==> src/rtl/rpc_cmd_scheduler.sv <==
// rtl/rpc_cmd_scheduler.sv - NUM_CH-way DRAM command arbiter onto the single RPC PHY command port
// Optional grant counters are compiled in with `define RPC_SCHED_PERF_EN.
module rpc_cmd_scheduler #(
    parameter int NUM_CH    = 4,
    parameter int CMD_WIDTH = 19,
    parameter int AGE_WIDTH = 8,
    parameter int CH_IDX_W  = (NUM_CH > 1) ? $clog2(NUM_CH) : 1
) (
    input  logic                      clk_i,
    input  logic                      rst_i,
    input  logic                      init_done_i,
    input  logic                      arb_mode_i,
    input  logic [AGE_WIDTH-1:0]      age_limit_i,
    input  logic [NUM_CH-1:0]         req_valid_i,
    input  logic [NUM_CH*CMD_WIDTH-1:0] req_cmd_i,
    output logic [NUM_CH-1:0]         req_ready_o,
    output logic                      cmd_valid_o,
    output logic [CMD_WIDTH-1:0]      cmd_o,
    output logic [CH_IDX_W-1:0]       cmd_ch_o,
    input  logic                      cmd_ready_i,
    input  logic                      cmd_done_i,
`ifdef RPC_SCHED_PERF_EN
    input  logic                      perf_clr_i,
    output logic [NUM_CH*16-1:0]      grant_cnt_o,
`endif
    output logic                      busy_o,
    output logic [NUM_CH-1:0]         starve_o
);

    typedef enum logic [1:0] {
        IDLE      = 2'd0,
        ISSUE     = 2'd1,
        WAIT_DONE = 2'd2
    } state_t;

    state_t                 state;
    logic [CH_IDX_W-1:0]    rr_ptr;
    logic [AGE_WIDTH-1:0]   age_q [NUM_CH];

    logic                   grant;
    logic                   starve_any;
    logic [CH_IDX_W-1:0]    starve_win;
    logic [CH_IDX_W-1:0]    fixed_win;
    logic [CH_IDX_W-1:0]    rr_win;
    logic [CH_IDX_W-1:0]    win;
    int                     rr_idx;

    // Starvation flags straight from the age registers; a zero limit turns aging off.
    always_comb begin
        starve_o = '0;
        for (int c = 0; c < NUM_CH; c++) begin
            starve_o[c] = (age_limit_i != '0) && (age_q[c] >= age_limit_i);
        end
    end

    // Winner selection: starving channels first, then fixed priority or round-robin.
    always_comb begin
        starve_any = 1'b0;
        starve_win = '0;
        fixed_win  = '0;
        rr_win     = '0;
        rr_idx     = 0;
        // Descending scans so the last hit (lowest index / nearest to pointer) sticks.
        for (int c = NUM_CH - 1; c >= 0; c--) begin
            if (req_valid_i[c] && starve_o[c]) begin
                starve_any = 1'b1;
                starve_win = CH_IDX_W'(c);
            end
            if (req_valid_i[c]) begin
                fixed_win = CH_IDX_W'(c);
            end
        end
        for (int k = NUM_CH - 1; k >= 0; k--) begin
            rr_idx = int'(rr_ptr) + k;
            if (rr_idx >= NUM_CH) begin
                rr_idx = rr_idx - NUM_CH;
            end
            if (req_valid_i[rr_idx]) begin
                rr_win = CH_IDX_W'(rr_idx);
            end
        end
        win = starve_any ? starve_win : (arb_mode_i ? rr_win : fixed_win);
    end

    // Accept is combinational and only ever offered from IDLE after init.
    always_comb begin
        grant       = (state == IDLE) && init_done_i && (|req_valid_i);
        req_ready_o = '0;
        if (grant) begin
            req_ready_o = NUM_CH'(1) << win;
        end
    end

    // Main FSM: one command in flight from accept until the PHY reports done.
    always_ff @(posedge clk_i) begin
        if (rst_i) begin
            state       <= IDLE;
            cmd_valid_o <= 1'b0;
            cmd_o       <= '0;
            cmd_ch_o    <= '0;
            busy_o      <= 1'b0;
            rr_ptr      <= '0;
        end else begin
            case (state)
                IDLE: begin
                    if (grant) begin
                        cmd_o       <= req_cmd_i[int'(win)*CMD_WIDTH +: CMD_WIDTH];
                        cmd_ch_o    <= win;
                        cmd_valid_o <= 1'b1;
                        busy_o      <= 1'b1;
                        rr_ptr      <= (win == CH_IDX_W'(NUM_CH - 1)) ? '0 : win + CH_IDX_W'(1);
                        state       <= ISSUE;
                    end
                end
                ISSUE: begin
                    if (cmd_ready_i) begin
                        cmd_valid_o <= 1'b0;
                        if (cmd_done_i) begin
                            busy_o <= 1'b0;
                            state  <= IDLE;
                        end else begin
                            state  <= WAIT_DONE;
                        end
                    end
                end
                WAIT_DONE: begin
                    if (cmd_done_i) begin
                        busy_o <= 1'b0;
                        state  <= IDLE;
                    end
                end
                default: begin
                    cmd_valid_o <= 1'b0;
                    busy_o      <= 1'b0;
                    state       <= IDLE;
                end
            endcase
        end
    end

    // Per-channel wait ages: cleared when idle, not requesting or granted; saturating otherwise.
    always_ff @(posedge clk_i) begin
        for (int c = 0; c < NUM_CH; c++) begin
            if (rst_i || !init_done_i || !req_valid_i[c] || req_ready_o[c]) begin
                age_q[c] <= '0;
            end else if (age_q[c] != {AGE_WIDTH{1'b1}}) begin
                age_q[c] <= age_q[c] + AGE_WIDTH'(1);
            end
        end
    end

`ifdef RPC_SCHED_PERF_EN
    logic [15:0] grant_cnt_q [NUM_CH];

    // Saturating grant counters; a clear takes precedence over a same-cycle grant.
    always_ff @(posedge clk_i) begin
        for (int c = 0; c < NUM_CH; c++) begin
            if (rst_i || perf_clr_i) begin
                grant_cnt_q[c] <= '0;
            end else if (req_ready_o[c] && (grant_cnt_q[c] != 16'hFFFF)) begin
                grant_cnt_q[c] <= grant_cnt_q[c] + 16'd1;
            end
        end
    end

    // Flatten counters onto the output bus, channel c at [c*16 +: 16].
    always_comb begin
        grant_cnt_o = '0;
        for (int c = 0; c < NUM_CH; c++) begin
            grant_cnt_o[c*16 +: 16] = grant_cnt_q[c];
        end
    end
`endif

endmodule
==> config.mk <==
export PLATFORM = sky130hd
export DESIGN_NAME = rpc_cmd_scheduler
export DESIGN_NICKNAME = d
export VERILOG_FILES = /design/src/rtl/rpc_cmd_scheduler.sv
export SDC_FILE = /design/constraint.sdc
export NUM_CORES = 1
export LEC_CHECK = 0
export ABC_AREA = 1
export CAP_MARGIN = 0
export CORE_ASPECT_RATIO = 0.5
export CORE_UTILIZATION = 40
export DETAILED_ROUTE_END_ITERATION = 8
export GPL_TIMING_DRIVEN = 0
export PLACE_DENSITY = 0.72
export SLEW_MARGIN = 20
export SYNTH_ARGS = -nofsm -noshare
export SYNTH_HDL_FRONTEND = slang
export SYNTH_SLANG_ARGS = --single-unit
==> constraint.sdc <==
create_clock -name clk_i -period 4.35 [get_ports clk_i]
set_input_delay 1.305 -clock clk_i [delete_from_list [all_inputs] [get_ports clk_i]]
set_output_delay 1.305 -clock clk_i [all_outputs]
set_load 0.03 [all_outputs]
# --- Yosys cells after proc, flatten, opt, wreduce, memory -nomap -nowiden ---
# Memories as Yosys holds them, arrays and structs flattened.
# Index checks and enable logic that the tools add are counted.
word_totals:
  reg_bits: 27
  mem_bits_rw: 32
  in_bits: 94
  out_inout_bits: 31
  wordCells: 151
  n_memories: 1
classes:
  addsub: 12
  mul: 1
  magnitude_cmp: 12
  eq_ne: 10
  shift: 2
  mux: 71
  bitwise: 5
  n_reduce_logical: 31
memory_table:
  columns: ["name", "words", "word_bits", "rd", "rd_ports_with_merged_regs", "wr", "line_no", "text"]
  rows:
  - ["age_q", 4, 8, 4, 0, 4, "38", "logic [AGE_WIDTH-1:0] age_q [NUM_CH];"]
ops:
  columns: ["operator", "count"]
  rows:
  - ["32-bit by 4-bit less-than comparator with 1-bit output, second input constant", 4]
  - ["32-bit 2-to-1 mux", 4]
  - ["76-bit by 8-bit indexed part select with 19-bit output", 1]
  - ["2-bit 2-to-1 mux", 19]
  - ["1-bit 2-to-1 mux", 36]
  - ["8-bit by 1-bit adder with 8-bit output, second input constant", 4]
  - ["8-bit >= comparator", 4]
  - ["8-bit 2-to-1 mux", 4]
  - ["8-bit inequality test, second input constant", 4]
  - ["3-bit by 3-bit subtractor with 4-bit output, second input constant", 3]
  - ["1-bit logical AND", 10]
  - ["3-bit >= comparator, second input constant", 3]
  - ["1-bit logical OR", 9]
  - ["1-bit binary-select mux with 2-bit select", 4]
  - ["8-bit nonzero test", 1]
  - ["2-bit by 5-bit multiplier with 7-bit output, second input constant", 1]
  - ["2-bit by 2-bit adder with 3-bit output, second input constant", 2]
  - ["2-bit inequality test, second input constant", 3]
  - ["1-bit one-hot mux with 3 select lines", 2]
  - ["2-bit one-hot mux with 3 select lines", 1]
  - ["3-bit AND reduction", 2]
  - ["1-bit zero test", 5]
  - ["2-bit == test, second input constant", 2]
  - ["4-bit 2-to-1 mux", 1]
  - ["11 further kinds", 15]

# --- Logic depth before layout (Yosys ltp) ---
# Gate-level depths: netlist of the first run.
logic_depth:
  ltp_word: 18
  depth_mapped: 21

# --- Worst setup path after synthesis of the first run ---
# No wires, ideal clock.
synth_timing:
  path_type: "input -> output"
  start: "input age_limit_i[5]"
  end: "output req_ready_o[0]"
  arrival_ns: 3.118
  setup_slack_ns: -0.073
  path_stages: 15
  cell_sequence: "inv_1 -> ha_1 -> a21oi_1 -> nor2_1 -> nor3_1 -> nand2_1 -> nand3_1 -> nand3_1 -> nor2_1 -> nor2_2 -> inv_2 -> buf_2 -> ha_1 -> nand2_1 -> inv_1"
synth_between:
  elab_chain_len: 10
synth_lines:
  columns: ["element", "line_no", "text"]
  rows:
  - ["start: declaration", "13", "input logic [AGE_WIDTH-1:0] age_limit_i,"]
  - ["8-bit >= comparator or 8-bit nonzero test (tied branches)", "52", "starve_o[c] = (age_limit_i != '0) && (age_q[c] >= age_limit_i);"]
  - ["1-bit logical AND", "52", null]
  - ["1-bit logical AND", "65", "if (req_valid_i[c] && starve_o[c]) begin"]
  - ["2-bit 2-to-1 mux or 1-bit 2-to-1 mux (tied branches) (4 in series)", "65", null]
  - ["2-bit 2-to-1 mux *", "82", "win = starve_any ? starve_win : (arb_mode_i ? rr_win : fixed_win);"]
  - ["1-bit by 2-bit << shifter with 4-bit output *", "90", "req_ready_o = NUM_CH'(1) << win;"]
  - ["4-bit 2-to-1 mux *", "89", "if (grant) begin"]
  - ["end: declaration", "16", "output logic [NUM_CH-1:0] req_ready_o,"]
# Mark *: on every way between the ends. The rest lies on a longest branch, timed or not.

# --- Final worst setup path of the first run ---
layout_timing:
  start: "input age_limit_i[5]"
  end: "output req_ready_o[2]"
layout_between:
  elab_chain_len: 10
layout_lines:
  columns: ["element", "line_no", "text"]
  rows:
  - ["8-bit >= comparator or 8-bit nonzero test (tied branches)", "52", null]
  - ["1-bit logical AND", "52", null]
  - ["1-bit logical AND", "65", null]
  - ["2-bit 2-to-1 mux or 1-bit 2-to-1 mux (tied branches) (4 in series)", "65", null]
  - ["2-bit 2-to-1 mux *", "82", null]
  - ["net win[1]", "45", "logic [CH_IDX_W-1:0] win;"]
  - ["1-bit by 2-bit << shifter with 4-bit output *", "90", null]
  - ["4-bit 2-to-1 mux *", "89", null]
# The timed path passes the listed nets; every way through them passes the cells marked *.

==> metrics.csv, run 1 <==
stage,metric,value,unit
timing,fmax,221,MHz
routing,routedWlPerCell,13.6,um
grt,antenna_found_initial,0,
power,seqPwrFrac,25.6,%
floorplan,design.core.area,0.0119,mm2
placed_design,io_buffers,124,
timing,rsz0062_at_grt,yes,
yosys,synthFlopType,edfxtp_1,
critical_path,path_class,input port to primary output,
clock_network,cts_buffers,9,
timing,finalHoldViolations,0,
power,swShare,39.9,%
yosys,avgSynthCellArea,6.55,um2
worst_hold_path,worstHoldPathType,flop to flop,
placed_design,place_area,0.00642,mm2
yosys,synthTopCellsByCount,"inv_1, nand2_1, nand3_1",
routing,num_vias,5242,
cells_and_area,area_delta_synth_final,50.8,%
grt,grt_pass1_vias,5026,
floorplan,die_w,160,um
timing,fin_worst_skew,0.00727,ns
grt,grtUsageTotal,23.2,%
routing,drt-pass1-iter-count,6,
yosys,syn-num-nets,896,
clock_network,path_clk_slew,0.05,ns
power,p_int,1.67,mW
yosys,synthArstFlopShare,0,%
routing,drtAntennaViolNets,0,
status,status,finished with violations,
clock_network,clockRootBuffer,clkbuf_16,
power,p_leak,3.73,nW
power,p_sw,1.11,mW
critical_path,path_max_fanout,4,
critical_path,start_kind,input port,
routing,route.detailed.drc,0,
critical_path,cp.required,3.04,ns
timing,fin_tns_setup,-0.621,ns
status,violations,setup timing,
clock_network,ctsLongestPathBuffers,2,
yosys,synth.area.top_cells,"edfxtp_1, inv_1, nand2_1",
cells_and_area,final_area,0.00750,mm2
timing,setup_slack,-0.174,ns
power,power.density,370,mW/mm2
timing,setup-violations-final,4,
timing,slew_headroom,63.5,%
cells_and_area,layout-drive-gt1-share,17.7,%
timing,worstMarginPinSlew,0.548,ns
routing,viasPerCell,4.81,
power,vdd_ir_drop_max,0.230,mV
yosys,yosysUniqueCellTypes,33,
cells_and_area,diodes,0,
grt,grt_max_degree,11,
flow_run,cap_violations,0,
placed_design,hpwl,10500,um
placed_design,dp_cells,1048,
cells_and_area,post-route-util,62.7,%
yosys,synth_area_leader_cell,edfxtp_1,
floorplan,num_rows,28,
clock_network,htree_num_levels,3,
clock_network,clock_latency,0.34,ns
clock_network,clkSinkCount,59,
floorplan,die_h,80.8,um
grt,grt_pass1_wl,23600,um
timing,holdWs,0.491,ns
yosys,yosysWarnings,0,
yosys,yosysMostFrequentCell,inv_1,
cells_and_area,stdcell_count,1090,
clock_network,cts_tree,built,
timing,slew_viol_final,0,
power,clock_power_share,25.3,%
timing,finalCriticalPeriod,4.52,ns
yosys,synth_top_area_share,19.3,%
yosys,synth_edf_count,32,
critical_path,worstPathArrival,3.22,ns
floorplan,dieArea,0.0129,mm2
routing,initialDrtViolationCount,334,
routing,wl,14800,um
yosys,ys_seq_area_share,30.2,%
clock_network,hold_buffers,0,
critical_path,cp-end-kind,primary output,
placed_design,place_congestion,0.874,
power,combPwrFrac,49.1,%
floorplan,ios,125,
yosys,syn_inst,759,
yosys,syn-cell-area,0.00497,mm2
yosys,ys_seq_elements,59,
timing,finalCritPeriodShare,104,%
cells_and_area,layout.nets,1057,
grt,grt_overflow_total,0,
floorplan,start_util,41.6,%
-- per-layer routing --
metal | GRT usage (%) | vias to the layer above | part of all wire (%)
met1 | 27.7 | 2366 | 43
met5 | 0 | - | 0
met3 | 5.36 | 37 | 5.1
met4 | 7.98 | 0 | 2.5
met2 | 41.7 | 139 | 49
li1 | - | 2700 | -
-- path summary, 6_finish.rpt --
| kind | startpoint | to | slack [ns] | cells after the start |
|---|---|---|---|---|
| max | age_limit_i[5] | req_ready_o[2] | -0.17 | 16 |
| min | cmd_ch_o[0] | cmd_ch_o[0] | 0.49 | 2 |
| max reg2reg | age_q[2][5] | age_q[0][4] | 1.17 | 17 |
| min reg2reg | cmd_ch_o[0] | cmd_ch_o[0] | 0.49 | 2 |
-- state kept, by name, summed over array words and instances, names as in the netlist --
name         count
age_q           32
busy_o           1
cmd_ch_o         2
cmd_o           19
cmd_valid_o      1
rr_ptr           2
state            2
-- cells by family after synthesis --
logic type / count (synthesis) / share of synthesized area (%)
adder cells (fa/ha/maj): 43 / 10.8
XOR/XNOR: 8 / 1.41
AO/OA/AOI/OAI: 46 / 5.24
AND/OR/NAND/NOR: 406 / 36.2
buffers and inverters: 197 / 16.1
flip-flops: 59 / 30.2
-- placed cells by master, fill, tap and decap left out, drive strengths merged, types with 2 or more instances in the layout --
master	Yosys	layout
a21oi	26	26
buf	18	56
clkbuf	6	19
clkdlybuf4s15	0	2
clkdlybuf4s50	0	105
clkinv	0	5
dfxtp	27	27
dlygate4sd2	0	2
edfxtp	32	32
ha	43	43
inv	173	172
nand2	164	164
nand3	120	120
nand3b	2	2
nand4	4	4
nor2	97	97
nor3	6	6
nor3b	11	11
nor4	2	2
o21ai	13	13
xor2	7	7
-- critical path: stages --
cell and delay, ns:
buf_8 0.09, clkinv_8 0.07, ha_4 0.22, a21oi_2 0.13, nor2_1 0.07, nor3_2 0.20
nand2_2 0.12, nand3_4 0.11, nand3_4 0.12, nor2_4 0.12, nor2_4 0.07, buf_6 0.13
ha_1 0.20, nand2_2 0.09, inv_2 0.04, buf_6 0.13
-- power groups by stage --
stage | registers [mW] | logic (mW) | clock network [mW]
floorplan | 0.839 | 0.669 | 0
global route | 0.719 | 1.50 | 0.735
finish | 0.712 | 1.36 | 0.702
detailed placement | 0.722 | 1.20 | 0
CTS | 0.712 | 1.32 | 0.708
global placement | 0.719 | 1.18 | 0
-- metrics by stage --
step | setup slack (ns) | power (mW)
3_3_place_gp | -1.52 | 1.90
2_1_floorplan | 0.0328 | 1.51
6_report | -0.174 | 2.78
5_1_grt | -0.278 | 2.96
3_5_place_dp | -1.51 | 1.92
4_1_cts | -0.120 | 2.74
-- repair_timing --
item	4_1_cts	5_1_grt
pin swaps	23	16
gates cloned	0	0
buffers inserted	20	8
endpoints found under the setup margin	19	5
resized for setup	187	20
-- area by class of cell --
type,instances,area [um2]
Buffer,22,146
Clock buffer,11,233
Clock inverter,5,52.6
Fill cell,1046,4450
Inverter,173,717
Multi-Input combinational cell,503,3160
Sequential cell,59,1500
Tap cell,165,206
Timing Repair Buffer,152,1480
(Power assumes the default switching activity.)
==> inputs of run 2 (changes only) <==
--- a/config.mk
+++ b/config.mk
@@ -6,12 +6,14 @@
 export NUM_CORES = 1
 export LEC_CHECK = 0
 export ABC_AREA = 1
-export CAP_MARGIN = 0
+export CAP_MARGIN = 20
 export CORE_ASPECT_RATIO = 0.5
 export CORE_UTILIZATION = 40
+export CTS_CLUSTER_SIZE = 20
 export DETAILED_ROUTE_END_ITERATION = 8
 export GPL_TIMING_DRIVEN = 0
 export PLACE_DENSITY = 0.72
+export SKIP_LAST_GASP = 1
 export SLEW_MARGIN = 20
 export SYNTH_ARGS = -nofsm -noshare
 export SYNTH_HDL_FRONTEND = slang
==> run 2 against run 1 <==
Net effect: critical endpoint unchanged; first-iteration DRC count grew 0.60%; the flow still finishes with violations (setup timing); highest routed layer unchanged; wire length is essentially flat; clock power is essentially flat; largest cell class unchanged; final area is essentially flat; total power is essentially flat.
==> metrics.csv, run 2 (synthesis results as in run 1) <==
stage,metric,value,unit,change
status,status,finished with violations,,unchanged
status,violations,setup timing,,unchanged
floorplan,die_h,80.8,um,unchanged
clock_network,ctsLongestPathBuffers,2,,unchanged
power,vdd_ir_drop_max,0.231,mV,was 0.230 mV
timing,setup_slack,-0.174,ns,about the same
routing,routedWlPerCell,13.6,um,about the same
clock_network,path_clk_slew,0.05,ns,about the same
grt,grt_overflow_total,0,,unchanged
cells_and_area,regMostFlops,age_q,,unchanged
timing,fin_worst_skew,0.00736,ns,was 0.00727 ns
clock_network,htree_num_levels,3,,unchanged
floorplan,dieArea,0.0129,mm2,unchanged
grt,grt_max_degree,11,,unchanged
power,combPwrFrac,49.1,%,about the same
routing,num_vias,5233,,was 5242
timing,slew_viol_final,0,,unchanged
timing,finalCritPeriodShare,104,%,about the same
power,swShare,40.0,%,was 39.9%
routing,viasPerCell,4.80,,was 4.81
clock_network,hold_buffers,0,,unchanged
cells_and_area,largest_register_ffs,32,,unchanged
cells_and_area,final_common_cell,nand2_1,,unchanged
flow_run,cap_violations,0,,unchanged
worst_hold_path,worstHoldPathType,flop to flop,,unchanged
clock_network,cts_tree,built,,unchanged
placed_design,place_congestion,0.874,,unchanged
timing,worstMarginPinSlew,0.548,ns,about the same
critical_path,worstPathArrival,3.22,ns,about the same
timing,setup-violations-final,5,,was 4
power,p_sw,1.11,mW,about the same
placed_design,io_buffers,124,,unchanged
clock_network,cts_buffers,9,,unchanged
timing,fin_tns_setup,-0.629,ns,was -0.621 ns
routing,drtAntennaViolNets,0,,unchanged
floorplan,design.core.area,0.0119,mm2,unchanged
clock_network,clockRootBuffer,clkbuf_16,,unchanged
routing,initialDrtViolationCount,336,,was 334
timing,rsz0062_at_grt,yes,,unchanged
routing,route.detailed.drc,0,,unchanged
routing,drt-pass1-iter-count,5,,was 6
timing,finalHoldViolations,0,,unchanged
power,seqPwrFrac,25.6,%,about the same
routing,wl,14800,um,about the same
cells_and_area,diodes,0,,unchanged
critical_path,path_class,input port to primary output,,unchanged
power,p_int,1.67,mW,about the same
floorplan,num_rows,28,,unchanged
timing,finalCriticalPeriod,4.52,ns,about the same
timing,holdWs,0.493,ns,was 0.491 ns
power,power.density,370,mW/mm2,about the same
placed_design,hpwl,10500,um,unchanged
power,p_leak,3.73,nW,about the same
cells_and_area,area_delta_synth_final,50.9,%,was 50.8%
clock_network,clock_latency,0.34,ns,about the same
critical_path,path_max_fanout,4,,unchanged
cells_and_area,reg.largest.list,"age_q x32, cmd_o x19",,unchanged
grt,antenna_found_initial,0,,unchanged
power,clock_power_share,25.3,%,about the same
cells_and_area,layout.nets,1057,,unchanged
critical_path,cp-end-kind,primary output,,unchanged
timing,fmax,221,MHz,about the same
floorplan,die_w,160,um,unchanged
critical_path,r2r_setup_slack,1.17,ns,about the same
critical_path,cp.required,3.04,ns,about the same
grt,grtUsageTotal,23.2,%,unchanged
timing,slew_headroom,63.5,%,about the same
cells_and_area,layout_common_cells,"nand2_1, inv_1, clkdlybuf4s50_1",,unchanged
cells_and_area,fillCellCount,1046,,unchanged
floorplan,ios,125,,unchanged
cells_and_area,layout-drive-gt1-share,17.6,%,was 17.7%
grt,grt_pass1_wl,23600,um,unchanged
clock_network,clkSinkCount,59,,unchanged
grt,grt_pass1_vias,5026,,unchanged
floorplan,start_util,41.6,%,unchanged
critical_path,start_kind,input port,,unchanged
## run 2: cell types whose count changed in the layout (fill, tap and decap cells not counted), sizes merged
| cell | delta |
|---|---|
| clkbuf | -1 |
| dlygate4sd2 | +1 |
## run 2: layer usage
metal / global-route usage (%) / vias up / part of all wire, %
met2: 41.7 / 144 / 49
met1: 27.7 / 2357 / 43
met5: 0 / - / 0
li1: - / 2702 / -
met3: 5.36 / 30 / 5.1
met4: 7.98 / 0 / 2.3
## run 2: power groups by stage
stage / clock (mW) / combinational (mW) / sequential [mW]
5_1_grt: 0.735 / 1.50 / 0.719
4_1_cts: 0.708 / 1.32 / 0.712
3_3_place_gp: 0 / 1.18 / 0.719
2_1_floorplan: 0 / 0.669 / 0.839
3_5_place_dp: 0 / 1.20 / 0.722
6_report: 0.702 / 1.36 / 0.712
## run 2: metrics by stage
| stage | instance area [um2] | utilization, % | setup slack, ns | cells | power [mW] |
|---|---|---|---|---|---|
| after CTS | 7380 | 61.8 | -0.120 | 1084 | 2.74 |
| after floorplan | 4970 | - | 0.0328 | 759 | 1.51 |
| after global routing | 7500 | 62.8 | -0.278 | 1090 | 2.96 |
| final | 7500 | 62.8 | -0.174 | 1090 | 2.78 |
| after global placement | 6420 | 53.7 | -1.52 | 1048 | 1.90 |
| after detailed placement | 6420 | 53.7 | -1.51 | 1048 | 1.92 |
## run 2: layout make-up
class	instances	area (um2)	area share (%)
Buffer	22	146	1.95
Clock buffer	11	233	3.10
Clock inverter	5	52.6	0.701
Inverter	173	717	9.56
Multi-Input combinational cell	503	3160	42.1
Sequential cell	59	1500	20.0
Tap cell	165	206	2.75
Timing Repair Buffer	152	1480	19.8
## run 2: critical path: stages
cell	delay, ns
buf_8	0.09
clkinv_8	0.07
ha_4	0.22
a21oi_2	0.13
nor2_1	0.07
nor3_2	0.20
nand2_2	0.12
nand3_4	0.11
nand3_4	0.12
nor2_4	0.12
nor2_4	0.07
buf_6	0.13
ha_1	0.20
nand2_2	0.09
inv_2	0.04
buf_6	0.13
## run 2: what timing repair did
action | 4_1_cts | 5_1_grt
resized for setup | 187 | 18
setup endpoints to repair | 19 | 5
pin swaps | 23 | 16
setup buffers | 20 | 8
## run 2: final timing paths
check                 startpoint        endpoint  depth (start not counted)
setup / recovery  age_limit_i[5]  req_ready_o[2]                         16
hold / removal       cmd_ch_o[0]     cmd_ch_o[0]                          2
setup reg to reg     age_q[2][5]     age_q[0][4]                         17
hold reg to reg      cmd_ch_o[0]     cmd_ch_o[0]                          2
==> patch (config.mk and constraints of run 1) <==
Re-encode `state_t` (3 states) as one-hot, 3 bits wide.
--- a/src/rtl/rpc_cmd_scheduler.sv
+++ b/src/rtl/rpc_cmd_scheduler.sv
@@ -27,10 +27,10 @@
     output logic [NUM_CH-1:0]         starve_o
 );
 
-    typedef enum logic [1:0] {
-        IDLE      = 2'd0,
-        ISSUE     = 2'd1,
-        WAIT_DONE = 2'd2
+    typedef enum logic [2:0] {
+        IDLE      = 3'b001,
+        ISSUE     = 3'b010,
+        WAIT_DONE = 3'b100
     } state_t;
 
     state_t                 state;
Behaviour: no difference found for any inputs over 4 cycles, from zero or initial values and one cycle with rst_i high; so few cycles prove little.
==> patch against run 1 <==
The flow still finishes with violations (negative setup slack). Worst setup slack gained 0.057 ns. Global-route usage shrank 0.94 points. Sequential power grew 3.9%. First-iteration DRC count shrank 22%. Total power shrank 1.6%. Critical path depth grew 1. Routed wire length shrank 3.6%. Via count shrank 2.3%. Cell area shrank 2.0%. Sequential cell count grew 1. Area after synthesis grew 2.9%. Final cell count shrank 1.9%. Combinational power shrank 5%. Critical path type unchanged. Critical endpoint is now req_ready_o[1]. Largest cell class unchanged. Largest power group unchanged.
==> patch: results <==
[finish]
drive_above_1_share = 0.1781
fill_cells = 1068
final_nets = 1033
top_regs = "age_q x32, cmd_o x19, state x3"

[routing]
detail_route.vias_per_cell = 4.790
dr.first_iter.drc_count = 260
drtPass1Iterations = 4

[run_status]
status = "finished with violations"
violations = "negative setup slack"

[global_route]
grt_use_total = 0.2223
use_met3 = 0.05758
gr-usage-met2 = 0.4142
grt_pass1_vias = 5012
grt_pass1_wl_um = 23080
use_met1 = 0.2466

[timing]
worst_slew_pin_slew_ns = 0.5299
setup_ws_ns = -0.1169
setup_viol = 4
skew_ns = 0.006965

[placed_design]
dp_slack_ns = -1.509
port_buffers = 123
hpwl_um = 10360
finalWeightedCongestion = 0.8407

[yosys]
synthesis.nets = 877
seq_area_frac_synth = 0.2975
async_flop_share = 0
synthTopCellsByCount = "161 x inv_1, 139 x nand2_1, 98 x nand3_1"
synthTopCellsByArea = "edfxtp_1 19%, inv_1 12%, dfxtp_1 11%"
yosys.cell_types.count = 38

[setup_path]
crit_path_max_fanout = 4
critPathArrivalTime_ns = 3.16

[pwr]
p_leak_nw = 3.675
max-vdd-ir-drop_uv = 231.5
==> patch: timing repair <==
item | 4_1_cts | 5_1_grt
buffers inserted | 20 | 5
resized for setup | 147 | 15
pin swaps | 29 | 14
setup endpoints to repair | 42 | 7
cloned | 0 | 0
==> patch: through the flow <==
step	util	setup TNS [ns]	power [mW]	instances
2_1_floorplan	-	0	1.489	743
3_3_place_gp	0.5406	-23.28	1.876	1031
3_5_place_dp	0.5406	-26.84	1.893	1031
4_1_cts	0.6001	-0.2592	2.714	1066
5_1_grt	0.6063	-0.8462	2.901	1069
6_report	0.6063	-0.3843	2.733	1069
==> patch: report_power, final <==
group	total [mW]	internal (mW)	leakage, nW	switching (mW)
logic	1.29	0.543	2.91	0.748
registers	0.740	0.683	0.625	0.0576
clock network	0.701	0.458	0.141	0.243
==> patch: worst max-delay path: stages <==
cell and delay, ns:
buf_12 0.09, clkinv_8 0.06, ha_4 0.25, a21oi_4 0.12, nor2_2 0.05, nor3_2 0.23
nand2_2 0.13, nand3_4 0.13, inv_2 0.06, nor2_4 0.11, nand2_4 0.08, nand2_8 0.09
inv_6 0.05, ha_4 0.15, nand2_4 0.07, inv_2 0.03, buf_6 0.12
==> patch: path summary, 6_finish.rpt <==
kind                                                   to  slack, ns                      start
worst max register to register  age_q[3][7]$_SDFFCE_PN0P_       1.18  age_q[1][5]$_SDFFCE_PN0P_
worst max-delay path                       req_ready_o[1]      -0.12             age_limit_i[5]
worst min-delay path                  busy_o$_SDFFE_PP0P_       0.46        busy_o$_SDFFE_PP0P_
worst min register to register        busy_o$_SDFFE_PP0P_       0.46        busy_o$_SDFFE_PP0P_
==> patch: kinds of logic (layout without fill, tap and decap cells) <==
logic type / Yosys count / count (layout) / synth area share
xor+xnor: 7 / 7 / 0.01199
simple gates: 401 / 401 / 0.3823
flops: 60 / 60 / 0.2975
fa+ha+maj: 40 / 40 / 0.09785
compound gates: 42 / 42 / 0.04819
buf+inv: 193 / 354 / 0.1622
==> patch: final cells by class <==
cell class | count | area share
buffer | 24 | 0.02571
multi-input combinational | 490 | 0.4149
inverter | 166 | 0.08989
timing repair buffer | 148 | 0.1951
tap | 165 | 0.02809
clock inverter | 2 | 0.004767
clock buffer | 14 | 0.03456
sequential | 60 | 0.2070
==> patch: metal layers <==
metal / routed length [um] / up-vias
li1: - / 2644
met1: 6218 / 2312
met2: 7158 / 145
met3: 716 / 20
met4: 210 / 0
met5: 0 / -
